==> src/rtl/note_tone_gen.sv <==
// Square-wave tone generator: one-word note buffer feeding a two-stage
// (note x octave) down-counter whose combined wrap toggles the speaker.
module note_tone_gen (
   input  logic       clk,
   input  logic       reset,
   input  logic       in_valid,
   output logic       in_ready,
   input  logic [2:0] in_octave,
   input  logic [3:0] in_note,
   output logic       speaker,
   output logic       playing
);

   typedef enum logic {IDLE, PLAY} state_t;

   state_t     state_reg, state_next;
   logic       pend_valid_reg, pend_valid_next;
   logic       pend_rest_reg, pend_rest_next;
   logic [8:0] pend_div_reg, pend_div_next;
   logic [7:0] pend_oct_reg, pend_oct_next;
   logic [8:0] div_reg, div_next;
   logic [7:0] oct_reload_reg, oct_reload_next;
   logic [8:0] note_cnt_reg, note_cnt_next;
   logic [7:0] oct_cnt_reg, oct_cnt_next;
   logic       speaker_reg, speaker_next;

   logic       accept;
   logic [2:0] oct_clamped;
   logic [8:0] in_div;
   logic [7:0] in_oct_reload;

   // Semitone reload values; each stage counts reload+1 cycles per wrap.
   function automatic logic [8:0] note_div(input logic [3:0] n);
      case (n)
         4'd0:    note_div = 9'd511;
         4'd1:    note_div = 9'd482;
         4'd2:    note_div = 9'd455;
         4'd3:    note_div = 9'd430;
         4'd4:    note_div = 9'd405;
         4'd5:    note_div = 9'd383;
         4'd6:    note_div = 9'd361;
         4'd7:    note_div = 9'd341;
         4'd8:    note_div = 9'd322;
         4'd9:    note_div = 9'd303;
         4'd10:   note_div = 9'd286;
         4'd11:   note_div = 9'd270;
         default: note_div = 9'd0;
      endcase
   endfunction

   assign accept        = in_valid && !pend_valid_reg;
   assign oct_clamped   = (in_octave > 3'd5) ? 3'd5 : in_octave;
   assign in_div        = note_div(in_note);
   assign in_oct_reload = 8'hFF >> oct_clamped;

   assign in_ready = !pend_valid_reg;
   assign playing  = (state_reg == PLAY);
   assign speaker  = speaker_reg;

   always_ff @(posedge clk or posedge reset) begin
      if (reset) begin
         state_reg      <= IDLE;
         pend_valid_reg <= 1'b0;
         pend_rest_reg  <= 1'b0;
         pend_div_reg   <= '0;
         pend_oct_reg   <= '0;
         div_reg        <= '0;
         oct_reload_reg <= '0;
         note_cnt_reg   <= '0;
         oct_cnt_reg    <= '0;
         speaker_reg    <= 1'b0;
      end else begin
         state_reg      <= state_next;
         pend_valid_reg <= pend_valid_next;
         pend_rest_reg  <= pend_rest_next;
         pend_div_reg   <= pend_div_next;
         pend_oct_reg   <= pend_oct_next;
         div_reg        <= div_next;
         oct_reload_reg <= oct_reload_next;
         note_cnt_reg   <= note_cnt_next;
         oct_cnt_reg    <= oct_cnt_next;
         speaker_reg    <= speaker_next;
      end
   end

   always_comb begin
      state_next      = state_reg;
      pend_valid_next = pend_valid_reg;
      pend_rest_next  = pend_rest_reg;
      pend_div_next   = pend_div_reg;
      pend_oct_next   = pend_oct_reg;
      div_next        = div_reg;
      oct_reload_next = oct_reload_reg;
      note_cnt_next   = note_cnt_reg;
      oct_cnt_next    = oct_cnt_reg;
      speaker_next    = speaker_reg;

      case (state_reg)
         IDLE: begin
            if (pend_valid_reg) begin
               pend_valid_next = 1'b0;
               if (!pend_rest_reg) begin
                  state_next      = PLAY;
                  div_next        = pend_div_reg;
                  oct_reload_next = pend_oct_reg;
                  note_cnt_next   = pend_div_reg;
                  oct_cnt_next    = pend_oct_reg;
                  speaker_next    = 1'b0;
               end
            end
         end
         PLAY: begin
            if (note_cnt_reg != 9'd0) begin
               note_cnt_next = note_cnt_reg - 9'd1;
            end else if (oct_cnt_reg != 8'd0) begin
               note_cnt_next = div_reg;
               oct_cnt_next  = oct_cnt_reg - 8'd1;
            end else if (pend_valid_reg && pend_rest_reg) begin
               // Toggle event with a rest waiting: fall silent.
               pend_valid_next = 1'b0;
               state_next      = IDLE;
               speaker_next    = 1'b0;
            end else if (pend_valid_reg) begin
               // Toggle event with a new note waiting: switch on the edge.
               pend_valid_next = 1'b0;
               speaker_next    = !speaker_reg;
               div_next        = pend_div_reg;
               oct_reload_next = pend_oct_reg;
               note_cnt_next   = pend_div_reg;
               oct_cnt_next    = pend_oct_reg;
            end else begin
               speaker_next  = !speaker_reg;
               note_cnt_next = div_reg;
               oct_cnt_next  = oct_reload_reg;
            end
         end
         default: state_next = IDLE;
      endcase

      // Only possible while the buffer is empty, so never collides with a clear.
      if (accept) begin
         pend_valid_next = 1'b1;
         pend_rest_next  = (in_note >= 4'd12);
         pend_div_next   = in_div;
         pend_oct_next   = in_oct_reload;
      end
   end

endmodule

==> config.mk <==
export PLATFORM = sky130hd
export DESIGN_NAME = note_tone_gen
export DESIGN_NICKNAME = d
export VERILOG_FILES = /design/src/rtl/note_tone_gen.sv
export SDC_FILE = /design/constraint.sdc
export NUM_CORES = 1
export LEC_CHECK = 0
export ABC_AREA = 0
export BUFFER_PORTS_ARGS = -buffer_cell sky130_fd_sc_hd__buf_2
export CAP_MARGIN = 10
export CORE_MARGIN = 2
export CORE_UTILIZATION = 45
export DETAILED_ROUTE_END_ITERATION = 16
export PLACE_DENSITY = 0.66
export SETUP_SLACK_MARGIN = 0.4
export SYNTH_ARGS = -nofsm -noshare
export SYNTH_HDL_FRONTEND = slang
export SYNTH_SLANG_ARGS = --single-unit
==> constraint.sdc <==
create_clock -name clk -period 2.95 [get_ports clk]
set_input_delay 0.59 -clock clk [delete_from_list [all_inputs] [get_ports clk]]
set_output_delay 0.59 -clock clk [all_outputs]
set_load 0.005 [all_outputs]
Word level (Yosys, flattened, before mapping)
Memories as Yosys holds them, arrays and structs flattened. A register that Yosys moved wholly into a read port is not among the register bits. Index checks and enable logic that the tools add are counted.

Reductions and logical operators: 11. Bitwise operators: 1. Equality and inequality tests: 9. $lt $le $gt $ge: 2. Add/sub/neg operators: 2. Multiply operators: 0. Muxes and demuxes: 37. Shifts and indexed selects: 1. Div/mod/pow operators: 0.

Operator list (count): $mux 9 (8); $mux 8 (8); $pmux 9 s2 (2); $pmux 8 s2 (2); $mux 1 (13); $ne 2x2->1 const B (5); $ne 3x3->1 const B (3); $reduce_bool 9->1 (1); $sub 9x1->9 const B (1); $reduce_and 4->1 (2); $reduce_bool 8->1 (1); $shr 8x3->8 const A (1); $sub 8x1->8 const B (1); $pmux 1 s2 (3); $reduce_and 5->1 (1); $ge 4x4->1 const B (1); $ne 4x4->1 const B (1); $gt 3x3->1 const B (1); $mux 3 (1); $reduce_and 3->1 (1); $logic_and 1x1->1 (2); $logic_not 1->1 (2); $reduce_and 2->1 (1); $not 1->1 (1).

Word-level logic and storage cells: 73. Memories kept: 1. Latch bits: 0. Input port bits: 10. ROM bits: 144. Bits in writable memories: 0. Output and inout bits: 3. Flip-flop bits (word level): 46.

Memory list: (name not given) (words 16, width 9, rd ports 1, clocked after memory_dff 1, wr ports 0, RTL line 34) `case (n)`.

Logic depth before layout (Yosys ltp)
Gate-level depths: netlist of run 1.

Depth in word-level cells: 5. Mapped depth: 10. Mapped depth without buffers: 9.

Worst setup path before layout of run 1
Ideal clock, no wire load.

Path type: flip-flop to flip-flop. From: register note_cnt_reg[0]. To: register div_reg[0]. Stages on the path, launching flop included: 10. Data required time: 2.825 ns. Arrival time: 2.234 ns. Period minus slack after synthesis: 2.359 ns. Buffers on the path: 2. Setup slack: 0.591 ns. Library setup time: 0.125 ns. Cells stage by stage: dfrtp_1 inv_1 ha_1 or4b_4 or2_1 buf_6 o21ai_4 nand2_4 buf_12 mux2_4.

Longest elaborated chain between the ends: 3.

RTL lines: start, declared (RTL line 23) `logic [8:0] note_cnt_reg, note_cnt_next;`; start signal, assigned (RTL line 80) `note_cnt_reg <= note_cnt_next;`; $reduce_bool 9->1 (RTL line 113) `if (note_cnt_reg != 9'd0) begin`; $ne 2x2->1 (no line); $reduce_and 5->1 (no line); end signal, assigned (RTL line 78) `div_reg <= div_next;`; end, declared (RTL line 21) `logic [8:0] div_reg, div_next;`.

Every way passes these cells. A chain may end at the register's enable or synchronous reset.

Worst setup path after layout of run 1
From: register oct_cnt_reg[0]. To: register note_cnt_reg[2].

Longest elaborated chain between the ends: 4. Elaborated cells on any way between the ends: 6. Those cells by class: eq/ne (1); mux (3); reduce/logical (2).

RTL lines: start, declared (RTL line 24) `logic [7:0] oct_cnt_reg, oct_cnt_next;`; start signal, assigned (RTL line 81) `oct_cnt_reg <= oct_cnt_next;`; $reduce_bool 8->1 (*) (RTL line 115) `end else if (oct_cnt_reg != 8'd0) begin`; $mux 9 (RTL line 115); $mux 9 (RTL line 113); $pmux 9 s2 (RTL line 98) `case (state_reg)`.

Every way passes the cells marked *; elsewhere a longest branch is shown, timed or not.

==> results.py, run 1 <==
metrics = {
    "timing": {
        "tns_ps": 0,
        "rsz0062_at_grt": "yes",
        "hold_viol_final": 0,
        "period_share": 0.841,
        "setup-violations-final": 0,
        "skew_ps": 7.80,
        "worst_pin_slew_ps": 618,
        "finalMaxSlewViolations": 0,
        "timing.final.crit_period_ps": 2480,
        "fmax_mhz": 403,
        "slew_headroom": 0.587,
    },
    "global_routing": {
        "grt_overflow": 0,
        "grt_pass1_vias": 2215,
        "grt_usage": 0.187,
        "grt_pass1_wl_um": 11000,
        "antenna_found_initial": 0,
        "grt_max_degree": 23,
    },
    "clocking": {
        "root_buffer": "clkbuf_8",
        "clockBufferDepth": 2,
        "cts_inserted_buffers": 5,
        "ctsHoldBuffers": 0,
        "clkTransAtPathRegs_ps": 110,
        "insertion_delay_ps": 310,
        "htreeDepth": 2,
        "cts_tree": "built",
        "cts.sinks": 55,
    },
    "yosys": {
        "synth_area_leader_cell": "dfrtp_1",
        "netlist_instances": 310,
        "synth.distinct_cells": 63,
        "yosysMostFrequentCell": "dfrtp_1",
        "ys.flop_type": "dfrtp_1",
        "syn_nets": 327,
        "yosys-top-cells-count": "dfrtp_1, o21ai_0, nor2_1",
        "syn-cell-area_sq_mm": 0.00304,
        "yosys_warnings": 0,
        "ys_seq_area_frac": 0.453,
        "synth-edff-count": 0,
        "synth_area_leaders": "dfrtp_1, mux2_4, o21ai_0, nor2_1, mux2_2",
        "yosys_register_bits": 55,
        "syn_avg_cell_area_sq_um": 9.79,
        "synth_top_cell_area_share": 0.453,
        "async_reset_ff_frac": 1.00,
    },
    "power": {
        "power_w": 0.00281,
        "static-leakage-power_nw": 1.47,
        "p_per_area_mw_per_mm2": 846,
        "ir_drop_v": 0.000391,
    },
    "die": {
        "ios": 13,
        "initial_core_util": 0.473,
        "core.rowCount": 29,
        "fp.dieW_um": 86.1,
        "coreArea_sq_mm": 0.00642,
        "die_h_um": 86.1,
        "dieArea_sq_mm": 0.00742,
    },
    "critical_path": {
        "r2r_end": "note_cnt_reg[2]",
        "cp_top_family": "simple AND/OR/NAND/NOR gates",
        "cp_max_fo": 10,
        "cp-start-kind": "flop",
        "critPathCaptureType": "flop",
        "required_ps": 3160,
        "cp.arrival_ps": 2690,
        "rrSetupSlack_ps": 470,
        "path_cells": "inv_1, ha_1, or4b_4, nor4_4, nor2_1, nor2_2, inv_2, o21a_1, a22o_2",
        "criticalPathCategory": "flop to flop",
        "slowest_delay_ps": 550,
        "reg2reg_depth": 9,
        "reg2reg_from": "oct_cnt_reg[0]",
        "crit_buf_inv": 2,
        "slowest_stage": "or4b_4",
    },
    "final_layout": {
        "nFillCells": 579,
        "ff_latch_area_sq_mm": 0.00138,
        "multi_input_area_sq_mm": 0.00155,
        "nets": 345,
        "drive_gt1_frac": 0.219,
        "insertedDiodeCount": 0,
        "area_delta_synth_final_pct": 9.56,
    },
    "routing": {
        "routed_wl_um": 6370,
        "via_count": 2367,
        "antenna_left": 0,
        "dr.pass1.iters": 4,
        "vias_per_cell": 5.83,
        "drt-initial-drc-count": 156,
        "wl_per_cell_um": 15.7,
        "drc_errors": 0,
    },
    "placed_design": {
        "gp_congestion": 0.874,
        "dpl.hpwl_um": 4650,
        "numPortBuffers": 12,
    },
    "worst_hold_path": {
        "hp-class": "primary input to async pin",
    },
    "outcome": {
        "status": "completed",
    },
    "flow_run": {
        "maxCapViolations": 0,
    },
}
[power breakdown]
group | internal, W | switching [W]
registers | 0.00102 | 0.000298
clock network | 0.000177 | 0.000264
logic | 0.000511 | 0.000541
[worst register-to-register path, stage by stage (launching register included)]
cell and delay, ps:
dfrtp_1 450, inv_1 80, ha_1 250, or4b_4 550, nor4_4 240, nor2_1 130
nor2_2 200, inv_2 120, o21a_1 130, a22o_2 250
[per-stage QoR]
| stage | cells | setup WS, ps | hold slack (ps) | utilization | instance area [sq um] |
|---|---|---|---|---|---|
| 2_1_floorplan | 310 | 591 | 462 | - | 3040 |
| 3_3_place_gp | 395 | 404 | 480 | 0.496 | 3190 |
| 3_5_place_dp | 395 | 346 | 490 | 0.496 | 3190 |
| 4_1_cts | 403 | 403 | 253 | 0.512 | 3290 |
| 5_1_grt | 406 | 355 | 254 | 0.518 | 3330 |
| 6_report | 406 | 469 | 245 | 0.518 | 3330 |
[routing by layer]
layer | GRT usage | wire length [um]
met5 | 0 | 0
met4 | 0.0491 | 54
met3 | 0.0212 | 289
met2 | 0.281 | 2770
met1 | 0.287 | 3260
[worst max path at each step]
stage | cells after the start | from | slack, ps | endpoint
2_1_floorplan | 9 | note_cnt_reg[0] | 590 | div_reg[0]
6_report | 9 | oct_cnt_reg[0] | 470 | note_cnt_reg[2]
4_1_cts | 7 | note_cnt_reg[0] | 400 | oct_reload_reg[0]
3_5_place_dp | 9 | oct_cnt_reg[0] | 350 | note_cnt_reg[2]
5_1_grt | 9 | note_cnt_reg[0] | 360 | note_cnt_reg[2]
3_3_place_gp | 9 | oct_cnt_reg[0] | 400 | note_cnt_reg[2]
[cell usage in the layout (no fill, tap or decap), types with 2 or more instances in the layout]
cell	instances
o211ai_1	2
nand3_1	3
nand2b_1	2
o41ai_1	2
ha_1	7
inv_1	12
o21a_1	4
nor2_1	28
a22o_1	3
mux2i_1	4
nor3_1	12
dfrtp_1	55
inv_2	2
or4b_4	2
o2bb2ai_1	2
clkbuf_8	5
a31oi_1	6
buf_2	12
nand2_1	25
a21oi_1	19
mux2_2	9
nor2b_1	2
nor4_1	5
or2_2	4
o21ai_0	29
nand4_1	2
o22ai_1	4
mux2_4	10
or3_1	4
buf_4	12
and3_1	2
a221oi_1	2
o31ai_1	6
[logic make-up (layout without fill, tap and decap cells)]
| group | count (synthesis) | after routing | share of synthesized area |
|---|---|---|---|
| AOI/OAI and AO/OA | 92 | 92 | 0.195 |
| xor gates and xnor gates | 1 | 1 | 0.00289 |
| adders and majority gates | 7 | 7 | 0.0289 |
| buffers and inverters | 28 | 47 | 0.0429 |
| DFF | 55 | 55 | 0.453 |
| muxes | 23 | 23 | 0.0960 |
| and+or+nand+nor | 104 | 104 | 0.181 |
[repair_timing]
action | CTS | global route
endpoints found under the setup margin | 2 | 25
gates resized for setup | 1 | 3
setup buffers | 0 | 3
hold endpoints to repair | 0 | 0
pin swaps | 0 | 1
[layout make-up]
type                            instances  share of cell area
Tap cell                               77              0.0290
Multi-Input combinational cell        227               0.466
Inverter                               15              0.0169
Sequential cell                        55               0.414
Timing Repair Buffer                   24              0.0451
Clock buffer                            5              0.0207
Clock inverter                          3             0.00828
Note: power is estimated with default switching activity, not from simulation.
==> run 2, diff against run 1 <==
--- a/config.mk
+++ b/config.mk
@@ -11,7 +11,7 @@
 export CORE_MARGIN = 2
 export CORE_UTILIZATION = 45
 export DETAILED_ROUTE_END_ITERATION = 16
-export PLACE_DENSITY = 0.66
+export PLACE_DENSITY = 0.69
 export SETUP_SLACK_MARGIN = 0.4
 export SYNTH_ARGS = -nofsm -noshare
 export SYNTH_HDL_FRONTEND = slang
==> constraint.sdc (replaced) <==
create_clock -name clk -period 2.1 [get_ports clk]
set_input_delay 0.42 -clock clk [delete_from_list [all_inputs] [get_ports clk]]
set_output_delay 0.42 -clock clk [all_outputs]
set_load 0.005 [all_outputs]
==> run 2 against run 1 <==
  * The flow now finishes with violations (setup timing)
  * Worst setup slack got worse by 600 ps
  * Cell count rose by 12%
  * Global-route usage grew 3.8 points
  * Critical path depth increased by 1
  * Sequential share of layout area is 7.2 points lower
  * Count of clock-buffer cells in the layout is the same
  * Clock power is 42% higher
  * Largest power group is now combinational cells
  * Sequential power increased by 35%
  * First-iteration DRC count is 69% higher
  * Cell area grew 21%
  * Utilization grew 11 points
  * Maximum frequency increased by 11%
  * Largest cell class unchanged
==> results.py, run 2 (synthesis gave the netlist of run 1 again) <==
metrics = {
    "critical_path": {
        "critPathCaptureType": "flop",
        "slowest_stage": "or4b_4",
        "required_ps": 2310,
        "slowest_delay_ps": 470,
        "cp.arrival_ps": 2440,
        "path_cells": "inv_2, ha_4, or4b_4, buf_6, nor4_4, nor2_2, nor2_2, inv_2, o21a_1, a22o_2",
        "cp_max_fo": 7,
        "cp-start-kind": "flop",
        "criticalPathCategory": "flop to flop",
    },
    "routing": {
        "vias_per_cell": 5.88,
        "drt-initial-drc-count": 264,
        "drc_errors": 0,
        "antenna_left": 0,
        "wl_per_cell_um": 17.4,
        "wl_met3_um": 416,
        "routed_wl_um": 7950,
        "wl_met1_um": 3570,
        "via_count": 2682,
        "top_layer_used": "met4",
        "dr.pass1.iters": 4,
        "wl_met2_um": 3800,
    },
    "flow_run": {
        "maxCapViolations": 0,
    },
    "outcome": {
        "status": "complete, but fails checks",
        "violations": "setup timing",
    },
    "final_layout": {
        "layout_commonest_cell": "dfrtp_1",
        "insertedDiodeCount": 0,
        "drive_gt1_frac": 0.422,
        "layout_common_cells": "dfrtp_1, buf_4, nand2_1",
        "nFillCells": 474,
        "nets": 395,
        "area_delta_synth_final_pct": 32.7,
        "layout.cells.non_filler": 456,
        "ff_latch_area_sq_mm": 0.00138,
        "finalCoreUtilization": 0.627,
        "multi_input_area_sq_mm": 0.00179,
    },
    "timing": {
        "worst_pin_slew_ps": 617,
        "hold_viol_final": 0,
        "period_share": 1.06,
        "timing.final.crit_period_ps": 2230,
        "slew_headroom": 0.588,
        "setup_slack_ps": -129,
        "finalMaxSlewViolations": 0,
        "whs_ps": 158,
        "rsz0062_at_grt": "yes",
        "setup-violations-final": 28,
        "fmax_mhz": 449,
        "skew_ps": 15.3,
    },
    "global_routing": {
        "grt_pass1_vias": 2621,
        "grt_pass1_wl_um": 13200,
        "grt_usage": 0.225,
        "antenna_found_initial": 0,
        "grt_overflow": 0,
        "grt_max_degree": 29,
    },
    "die": {
        "initial_core_util": 0.473,
        "core.rowCount": 29,
        "coreArea_sq_mm": 0.00642,
        "die_h_um": 86.1,
        "dieArea_sq_mm": 0.00742,
        "fp.dieW_um": 86.1,
        "ios": 13,
    },
    "placed_design": {
        "dpl.hpwl_um": 5170,
        "dp_slack_ps": -196,
        "gp_congestion": 0.933,
        "dp.cells": 424,
        "numPortBuffers": 12,
    },
    "worst_hold_path": {
        "hp-class": "primary input to async pin",
    },
    "power": {
        "p_per_area_mw_per_mm2": 1190,
        "static-leakage-power_nw": 1.77,
        "ir_drop_v": 0.000806,
        "power_w": 0.00477,
    },
    "clocking": {
        "root_buffer": "clkbuf_8",
        "clockBufferDepth": 2,
        "cts_inserted_buffers": 5,
        "htreeDepth": 2,
        "cts.sinks": 55,
        "insertion_delay_ps": 320,
        "clkTransAtPathRegs_ps": 110,
        "ctsHoldBuffers": 0,
        "cts_tree": "built",
    },
}
## run 2: changes by cell type in the layout (fill, tap and decap cells not counted), sizes merged
cell and delta:
clkinvlp +1, clkbuf +1, clkinv +1, buf +47, nand2 +2, inv -2
## run 2: area by class of cell
cell class	instances	share of cell area
clock buffer	5	0.0171
clock inverter	3	0.00652
multi-input combinational	229	0.443
timing repair buffer	72	0.152
sequential	55	0.342
inverter	15	0.0158
tap	77	0.0239
## run 2: routing by layer
metal,up-vias,GRT usage
met2,99,0.361
met1,1289,0.308
met4,0,0.0765
met5,-,0
met3,16,0.0404
li1,1278,-
## run 2: metrics by stage
step	instance area, sq um	setup TNS [ps]
6_report	4030	-1770
5_1_grt	4030	-4410
4_1_cts	3890	-1620
3_5_place_dp	3460	-3880
3_3_place_gp	3460	-3000
2_1_floorplan	3070	-3000
## run 2: worst paths after layout
check,depth (start not counted),slack [ps],to,start
worst max-delay path,10,-130,note_cnt_reg[2],note_cnt_reg[0]
worst min-delay path,2,160,pend_oct_reg[5],reset
worst max register to register,10,-130,note_cnt_reg[2],note_cnt_reg[0]
worst min register to register,1,520,div_reg[8],div_reg[8]
max in group asynchronous,3,1400,div_reg[3],reset
min in group clk,2,290,pend_oct_reg[7],in_octave[0]
## run 2: worst max-delay path: cells and delay by family, from the launching register on
| family | cells | cell delay [ps] |
|---|---|---|
| AOI/OAI and AO/OA | 2 | 350 |
| DFF | 1 | 400 |
| adders and majority gates | 1 | 140 |
| and+or+nand+nor | 4 | 910 |
| buffers and inverters | 3 | 320 |
## run 2: timing repair
item                       CTS  global route
pin swaps                   14             7
setup endpoints to repair   37            42
gates cloned                 3             0
gates resized for setup     50            22
buffers inserted            13             8
## run 2: power breakdown
part	switching (W)	internal [W]	total [W]
registers	0.000342	0.00144	0.00178
logic	0.00120	0.00117	0.00237
clock network	0.000379	0.000246	0.000626
==> run 3, diff against run 2 <==
--- a/config.mk
+++ b/config.mk
@@ -9,9 +9,9 @@
 export BUFFER_PORTS_ARGS = -buffer_cell sky130_fd_sc_hd__buf_2
 export CAP_MARGIN = 10
 export CORE_MARGIN = 2
-export CORE_UTILIZATION = 45
+export CORE_UTILIZATION = 40
 export DETAILED_ROUTE_END_ITERATION = 16
-export PLACE_DENSITY = 0.69
+export PLACE_DENSITY = 0.61
 export SETUP_SLACK_MARGIN = 0.4
 export SYNTH_ARGS = -nofsm -noshare
 export SYNTH_HDL_FRONTEND = slang
==> constraint.sdc (replaced) <==
create_clock -name clk -period 2.6 [get_ports clk]
set_input_delay 0.52 -clock clk [delete_from_list [all_inputs] [get_ports clk]]
set_output_delay 0.52 -clock clk [all_outputs]
set_load 0.005 [all_outputs]
==> run 3 against run 2 <==
  * Sequential power down 16%
  * Hold slack better by 96 ps
  * Maximum frequency hardly changed
  * Critical endpoint unchanged
  * The flow now finishes without violations
  * Count of clock-buffer cells in the layout is the same
  * Register-to-register slack gained 500 ps
  * Largest cell class unchanged
  * Clock power shrank 18%
  * Critical path type unchanged
  * Critical path depth down 1
  * Cell area fell by 8.3%
  * Die area grew 12%
  * Flip-flop and latch count unchanged
==> results.py, run 3 (synthesis gave the netlist of run 1 again) <==
metrics = {
    "final_layout": {
        "drive_gt1_frac": 0.327,
        "finalCoreUtilization": 0.507,
        "nets": 368,
        "area_delta_synth_final_pct": 21.7,
        "layout_common_cells": "dfrtp_1, o21ai_0, buf_4",
        "layout_commonest_cell": "dfrtp_1",
        "insertedDiodeCount": 0,
    },
    "clocking": {
        "cts.sinks": 55,
        "root_buffer": "clkbuf_8",
        "htreeDepth": 2,
        "cts_tree": "built",
        "clkTransAtPathRegs_ps": 110,
        "clockBufferDepth": 2,
        "insertion_delay_ps": 320,
        "ctsHoldBuffers": 0,
        "cts_inserted_buffers": 5,
    },
    "global_routing": {
        "grt_max_degree": 30,
        "grt_pass1_wl_um": 12600,
        "grt_overflow": 0,
        "grt_usage": 0.190,
        "grt_pass1_vias": 2439,
        "antenna_found_initial": 0,
    },
    "critical_path": {
        "required_ps": 2820,
        "path_cells": "inv_2, ha_4, or4b_4, nor4_4, nor2_4, nor2_4, inv_4, o21a_1, a22o_2",
        "cp_top_family": "simple AND/OR/NAND/NOR gates",
        "critPathCaptureType": "flop",
        "slowest_delay_ps": 510,
        "slowest_stage": "or4b_4",
        "cp.arrival_ps": 2450,
        "cp-start-kind": "flop",
        "cpMostUsedCell": "nor2_4",
        "criticalPathCategory": "flop to flop",
        "crit_buf_inv": 2,
        "cp_max_fo": 7,
    },
    "timing": {
        "timing.final.crit_period_ps": 2230,
        "worst_pin_slew_ps": 613,
        "tns_ps": 0,
        "finalMaxSlewViolations": 0,
        "rsz0062_at_grt": "yes",
        "setup-violations-final": 0,
        "setup_slack_ps": 372,
        "slew_headroom": 0.591,
        "period_share": 0.857,
        "hold_viol_final": 0,
        "fmax_mhz": 449,
        "skew_ps": 12.6,
    },
    "placed_design": {
        "dpl.hpwl_um": 4940,
        "numPortBuffers": 12,
        "dp_slack_ps": 134,
        "gp_congestion": 0.894,
    },
    "power": {
        "static-leakage-power_nw": 1.61,
        "ir_drop_v": 0.000483,
        "power_w": 0.00357,
        "p_per_area_mw_per_mm2": 965,
    },
    "die": {
        "die_h_um": 91.1,
        "coreArea_sq_mm": 0.00729,
        "initial_core_util": 0.416,
        "fp.dieW_um": 91.1,
        "dieArea_sq_mm": 0.00830,
        "ios": 13,
        "core.rowCount": 31,
    },
    "routing": {
        "via_count": 2551,
        "antenna_left": 0,
        "vias_per_cell": 5.66,
        "drc_errors": 0,
        "wl_per_cell_um": 16.5,
        "dr.pass1.iters": 5,
        "drt-initial-drc-count": 188,
        "routed_wl_um": 7460,
    },
    "flow_run": {
        "maxCapViolations": 0,
    },
    "outcome": {
        "status": "completed",
    },
    "worst_hold_path": {
        "hp-class": "primary input to async pin",
    },
}
==> run 3: changes by cell type in the layout (fill, tap and decap cells not counted), sizes merged <==
cell      previous run  this run
clkbuf               6         5
buf                 71        45
inv                 14        16
clkinvlp             2         1
clkinv               2         1
==> run 3: routing by layer <==
metal / track usage / routed length [um] / share of wire / vias up
li1: - / - / - / 1224
met3: 0.0282 / 341 / 0.046 / 11
met4: 0.0467 / 112 / 0.015 / 0
met1: 0.276 / 3590 / 0.48 / 1239
met2: 0.300 / 3420 / 0.46 / 77
met5: 0 / 0 / 0 / -
==> run 3: layout make-up <==
class	count	area (sq um)
sequential	55	1380
multi-input combinational	229	1680
fill	686	3600
clock inverter	3	27.5
clock buffer	5	68.8
tap	99	124
timing repair buffer	45	353
inverter	15	58.8
==> run 3: path summary, 6_finish.rpt <==
| kind | start | end | slack [ps] | cells after the start |
|---|---|---|---|---|
| min in group clk | in_octave[0] | pend_oct_reg[7] | 390 | 2 |
| min reg2reg | div_reg[7] | div_reg[7] | 510 | 1 |
| max | oct_cnt_reg[0] | note_cnt_reg[2] | 370 | 9 |
| min | reset | oct_cnt_reg[5] | 250 | 2 |
| max reg2reg | oct_cnt_reg[0] | note_cnt_reg[2] | 370 | 9 |
| max in group asynchronous | reset | note_cnt_reg[7] | 1760 | 3 |
==> run 3: power by group <==
part           total (W)  internal [W]  switching [W]
registers        0.00149       0.00116       0.000326
logic            0.00156      0.000763       0.000795
clock network   0.000516      0.000200       0.000316
total            0.00357       0.00213        0.00144
==> run 3: what timing repair did <==
item / CTS / global route
gates cloned: 2 / 0
pin swaps: 5 / 9
setup endpoints to repair: 27 / 30
resized for setup: 12 / 17
setup buffers: 14 / 8
==> run 3: through the flow <==
| stage | area (sq um) | cells | hold WS (ps) |
|---|---|---|---|
| floorplan | 3070 | 310 | 462 |
| global placement | 3270 | 419 | 479 |
| detailed placement | 3270 | 419 | 486 |
| CTS | 3550 | 443 | 285 |
| global route | 3690 | 451 | 304 |
| finish | 3690 | 451 | 254 |
